### src/rtl/rr_selector.sv
// rr_selector: registered round-robin selector.
// Picks one active requester per cycle, captures its data and index into a
// one-entry output register behind a valid/ready handshake, and pulses a
// combinational grant for the captured element.
// Build option: define RR_SELECTOR_RR_EN for rotating priority; when it is
// undefined the search always starts at the fixed end (index 0 searching
// upward, or IN-1 searching downward) and no pointer state exists.
module rr_selector #(
  parameter int    DATA    = 8,
  parameter int    IN      = 4,
  parameter string ACT     = "High",
  parameter string MSB     = "Disable",
  parameter int    LOG2_IN = (IN > 1) ? $clog2(IN) : 1
) (
  input  logic                     clk,
  input  logic                     reset,
  input  logic [IN-1:0]            req,
  input  logic [IN-1:0][DATA-1:0]  in,
  output logic [IN-1:0]            grant,
  output logic                     out_valid,
  input  logic                     out_ready,
  output logic [DATA-1:0]          out_data,
  output logic [LOG2_IN-1:0]       out_idx
);

  localparam bit ACT_LOW  = (ACT == "Low");
  localparam bit MSB_DOWN = (MSB == "Enable");

  localparam logic [LOG2_IN-1:0] LAST_IDX = LOG2_IN'(IN - 1);
  localparam logic [LOG2_IN-1:0] ONE_IDX  = LOG2_IN'(1);

  localparam logic [0:0] ST_EMPTY = 1'b0;
  localparam logic [0:0] ST_FULL  = 1'b1;

  logic [IN-1:0]      req_act_s;
  logic [IN-1:0]      grant_act_s;
  logic               found_s;
  logic [LOG2_IN-1:0] win_s;
  logic [LOG2_IN-1:0] start_s;
  logic               load_s;
  logic [0:0]         state_r;

  // Normalise request polarity so the search always works on active-high bits.
  assign req_act_s = ACT_LOW ? ~req : req;

`ifdef RR_SELECTOR_RR_EN
  logic [LOG2_IN-1:0] ptr_r;
  logic [LOG2_IN-1:0] ptr_nxt_s;

  assign start_s = ptr_r;

  // Next pointer: the element just past the winner in the search direction.
  always_comb begin
    ptr_nxt_s = win_s;
    if (MSB_DOWN) begin
      if (win_s == '0) begin
        ptr_nxt_s = LAST_IDX;
      end else begin
        ptr_nxt_s = win_s - ONE_IDX;
      end
    end else begin
      if (win_s == LAST_IDX) begin
        ptr_nxt_s = '0;
      end else begin
        ptr_nxt_s = win_s + ONE_IDX;
      end
    end
  end

  // Rotating-priority pointer; advances only when an entry is captured.
  always_ff @(posedge clk or posedge reset) begin
    if (reset) begin
      ptr_r <= MSB_DOWN ? LAST_IDX : '0;
    end else if (load_s) begin
      ptr_r <= ptr_nxt_s;
    end
  end
`else
  assign start_s = MSB_DOWN ? LAST_IDX : '0;
`endif

  // Winner search from start_s in the configured direction, wrapping within 0..IN-1.
  always_comb begin
    int cand_v;
    cand_v  = 0;
    found_s = 1'b0;
    win_s   = '0;
    for (int k = 0; k < IN; k++) begin
      if (MSB_DOWN) begin
        cand_v = (int'(start_s) + IN - k) % IN;
      end else begin
        cand_v = (int'(start_s) + k) % IN;
      end
      if (!found_s && req_act_s[LOG2_IN'(cand_v)]) begin
        found_s = 1'b1;
        win_s   = LOG2_IN'(cand_v);
      end else begin
        found_s = found_s;
      end
    end
  end

  // Capture when a request exists and the register is empty or draining; never during reset.
  assign load_s = found_s && (!out_valid || out_ready) && !reset;

  // One-hot grant for the captured element, then mapped to the configured polarity.
  always_comb begin
    grant_act_s = '0;
    for (int i = 0; i < IN; i++) begin
      grant_act_s[i] = load_s && (win_s == LOG2_IN'(i));
    end
  end

  assign grant = ACT_LOW ? ~grant_act_s : grant_act_s;

  // Output register state machine: EMPTY/FULL with load overriding drain.
  always_ff @(posedge clk or posedge reset) begin
    if (reset) begin
      state_r  <= ST_EMPTY;
      out_data <= '0;
      out_idx  <= '0;
    end else begin
      case (state_r)
        ST_EMPTY: begin
          if (load_s) begin
            state_r  <= ST_FULL;
            out_data <= in[win_s];
            out_idx  <= win_s;
          end
        end
        ST_FULL: begin
          if (load_s) begin
            state_r  <= ST_FULL;
            out_data <= in[win_s];
            out_idx  <= win_s;
          end else if (out_ready) begin
            state_r  <= ST_EMPTY;
          end
        end
        default: begin
          state_r <= ST_EMPTY;
        end
      endcase
    end
  end

  assign out_valid = (state_r == ST_FULL);

endmodule

### config.mk
export PLATFORM = sky130hd
export DESIGN_NAME = rr_selector
export DESIGN_NICKNAME = d
export VERILOG_FILES = /design/src/rtl/rr_selector.sv
export SDC_FILE = /design/constraint.sdc
export NUM_CORES = 1
export LEC_CHECK = 0
export CORE_MARGIN = 4
export CORE_UTILIZATION = 30
export DETAILED_ROUTE_END_ITERATION = 8
export PLACE_DENSITY = 0.87
export REMOVE_ABC_BUFFERS = 1
export SYNTH_ARGS = -nofsm -noshare
export SYNTH_HDL_FRONTEND = slang
export SYNTH_SLANG_ARGS = --single-unit
### constraint.sdc
create_clock -name clk -period 1.65 [get_ports clk]
set_input_delay 0.2475 -clock clk [delete_from_list [all_inputs] [get_ports clk]]
set_output_delay 0.2475 -clock clk [all_outputs]
set_load 0.05 [all_outputs]
==> summary.txt <==
Pwr
  • Comb pwr share: 0.464
  • Sw frac: 0.3757
  • Leak Pwr: 0.5045 nW
  • Clock power share: 0.224
  • Cell Pwr Density: 995.3 nW/um2
  • Internal: 0.6337 mW
  • Switching power: 0.3813 mW
  • Seq pwr share: 0.312
  • Max VDD drop: 0.5673 mV

Worst setup path
  • Crit path arrival time: 1.35 ns
  • Worst r2r src: out_valid
  • Crit path from: reset
  • Buffers & Inverters on Critical Path: 2
  • Crit-path cells: clkdlybuf4s50_1 -> o21bai_4 -> a21oi_2 -> and2_2 -> buf_12
  • CP max-delay cell: clkdlybuf4s50_1
  • Kind of critical path: input port to output port
  • Reg2reg end: out_data[3]
  • CP Launch Type: input port
  • Crit path max fanout: 4
  • R2R depth: 4
  • Critical Path End Type: output port
  • CP delay by family, top: buffers and inverters
  • Flop2flop setup slack: 0.33 ns
  • Worst EP required: 1.40 ns
  • Instance count on the critical path: 5
  • Crit path largest cell delay: 0.42 ns
  • CP endpoint: grant[1]

Routing
  • Via density: 4.150
  • DR WL/cell: 12.79 um
  • DRT iter0 DRCs: 4
  • DRT Wirelength: 1368 um
  • DR vias: 444
  • Drt first pass iters: 2
  • DRC viols: 0
  • Routed Antenna Nets: 0

Timing
  • Fin crit period: 1.593 ns
  • Total Negative Setup Slacks: 0 ns
  • Clock Skews: 0.002213 ns
  • Fmax: 0.6276 GHz
  • Endpoints failing setup: 0
  • Final period utilization: 0.9656
  • Slew Viols, Final: 0
  • Final Hold Fails: 0

Clock network
  • Clock Path Buffers: 2
  • Root Buffer: clkbuf_4
  • H-tree depth: 1
  • CTS Buf Count: 3
  • Clock transition at path regs: 0.07 ns
  • CTS tree: yes
  • Worst-skew pair later-pin latency: 0.27 ns
  • Clk sink count: 10

Yosys
  • Post-synth top area share: 0.4184
  • Synth Area per Inst: 14.24 um2
  • Sequential fraction of the synthesis area: 0.4184
  • Cell taking the most area after synthesis: dfrtp_1
  • Top cells by area, synth: dfrtp_1, mux2_4, mux2_2
  • Seq cells post-synth: 10
  • Post-Syn Area: 598.1 um2
  • Number of distinct library cells after synthesis: 13
  • Post-Syn Instances: 42
  • Yosys warning total: 0

Global routing
  • Grt ovf: 0
  • First-pass GRT wire length: 2104 um
  • Largest net degree at the start of global routing: 11
  • Global Route Usage Sum: 0.1091
  • Vias in the first global route: 478
  • Antenna violations before repair: 0

Placement
  • Dpl cells: 100
  • DP HPWL: 1095 um
  • Routability cong.: 0.6561
  • Dpl cell area: 940.9 um2
  • IO buf count: 32

Final layout
  • Register area: 250.2 um2
  • Multi-input gate area: 317.8 um2
  • Fillers: 170
  • Final instance area: 1020 um2
  • Final Non-Filler Cells: 107
  • Layout cells sized above 1: 0.5488
  • Ant diodes: 0
  • P&R area growth vs syn: 70.50%
  • NumNets Final: 122

Status
  • Status: finished clean

Floorplan
  • Die Span Y: 52.65 um
  • Die span in x: 52.65 um
  • Initial Util: 0.3319
  • # IOs: 54
  • Die ar.: 2772 um2
  • Number of core rows: 15
  • Core area: 1802 um2

Hold path
  • Worst min path class: input port to asynchronous set/reset pin

Flow run
  • Max cap viols: 0
## cell usage after synthesis
master and count:
inv_1 3, and2b_2 1, o21ai_0 1, buf_6 1, a21oi_1 1, dfrtp_1 10
nor2b_4 1, conb_1 1, and2_2 1, mux2_4 14, buf_4 4, mux2_2 3
o21bai_1 1
## worst min-delay path by stage
stage	to	cells after the start	slack, ns	start
2_1_floorplan	out_data[0]	1	0.09	reset
3_3_place_gp	out_data[2]	1	0.49	out_data[2]
3_5_place_dp	out_data[7]	1	0.50	out_data[7]
4_1_cts	out_valid	2	0.31	reset
5_1_grt	out_data[4]	2	0.34	reset
6_report	out_valid	2	0.30	reset
## power by group through the flow
| stage | Clock (mW) | Sequential, mW | Combinational, mW |
|---|---|---|---|
| floorplan | 0 | 0.484 | 0.136 |
| global placement | 0 | 0.321 | 0.457 |
| detailed placement | 0 | 0.321 | 0.463 |
| CTS | 0.236 | 0.318 | 0.463 |
| global route | 0.250 | 0.324 | 0.489 |
| finish | 0.228 | 0.317 | 0.470 |
## state kept, by name, indices dropped and copies added, names as in the netlist
name	count
out_data	8
out_idx	1
out_valid	1
## cells in the final DEF (no fill, tap or decap)
| master | count |
|---|---|
| a21oi_2 | 1 |
| and2_2 | 1 |
| and2b_2 | 1 |
| buf_12 | 2 |
| buf_4 | 17 |
| clkbuf_4 | 3 |
| clkbuf_8 | 1 |
| clkdlybuf4s50_1 | 18 |
| conb_1 | 3 |
| dfrtp_1 | 10 |
| dlymetal6s2s_1 | 2 |
| inv_1 | 3 |
| mux2_2 | 3 |
| mux2_4 | 14 |
| nor2b_4 | 1 |
| o21ai_0 | 1 |
| o21bai_4 | 1 |
## cells by family (layout without fill, tap and decap cells)
kind of cell,count (synthesis),in the layout,synth area share
muxes,17,17,0.4079
DFF,10,10,0.4184
buffers and inverters,8,46,0.08787
AOI/OAI and AO/OA,3,3,0.02928
and+or+nand+nor,3,3,0.05021
other,1,3,0.006270
## final cells by class
type | count | area share
Clock buffer | 4 | 0.03558
Timing Repair Buffer | 39 | 0.3656
Multi-Input combinational cell | 26 | 0.3117
Inverter | 3 | 0.01104
Tap cell | 25 | 0.03067
Sequential cell | 10 | 0.2454
## routing by layer
metal	share of wire	global-route usage
met3	0.077	0.04558
met5	0	0
met1	0.34	0.1012
met2	0.57	0.2149
met4	0.0058	0.02553
## through the flow
stage	hold WS [ns]	setup slack (ns)	util	power, mW
after floorplan	0.08768	-0.4320	-	0.6204
after global placement	0.4948	-0.1090	0.5222	0.7780
after detailed placement	0.4952	-0.1349	0.5222	0.7843
after CTS	0.3089	0.007441	0.5403	1.018
after global routing	0.3422	-0.006876	0.5660	1.064
final	0.3019	0.05669	0.5660	1.015
## timing repair
action / 4_1_cts / 5_1_grt
endpoints found under the hold margin: 0 / 0
setup buffers: 0 / 4
hold buffers: 0 / 0
resized for setup: 1 / 4
setup endpoints to repair: 2 / 2
No activity file was read; power rests on OpenSTA's default activity.
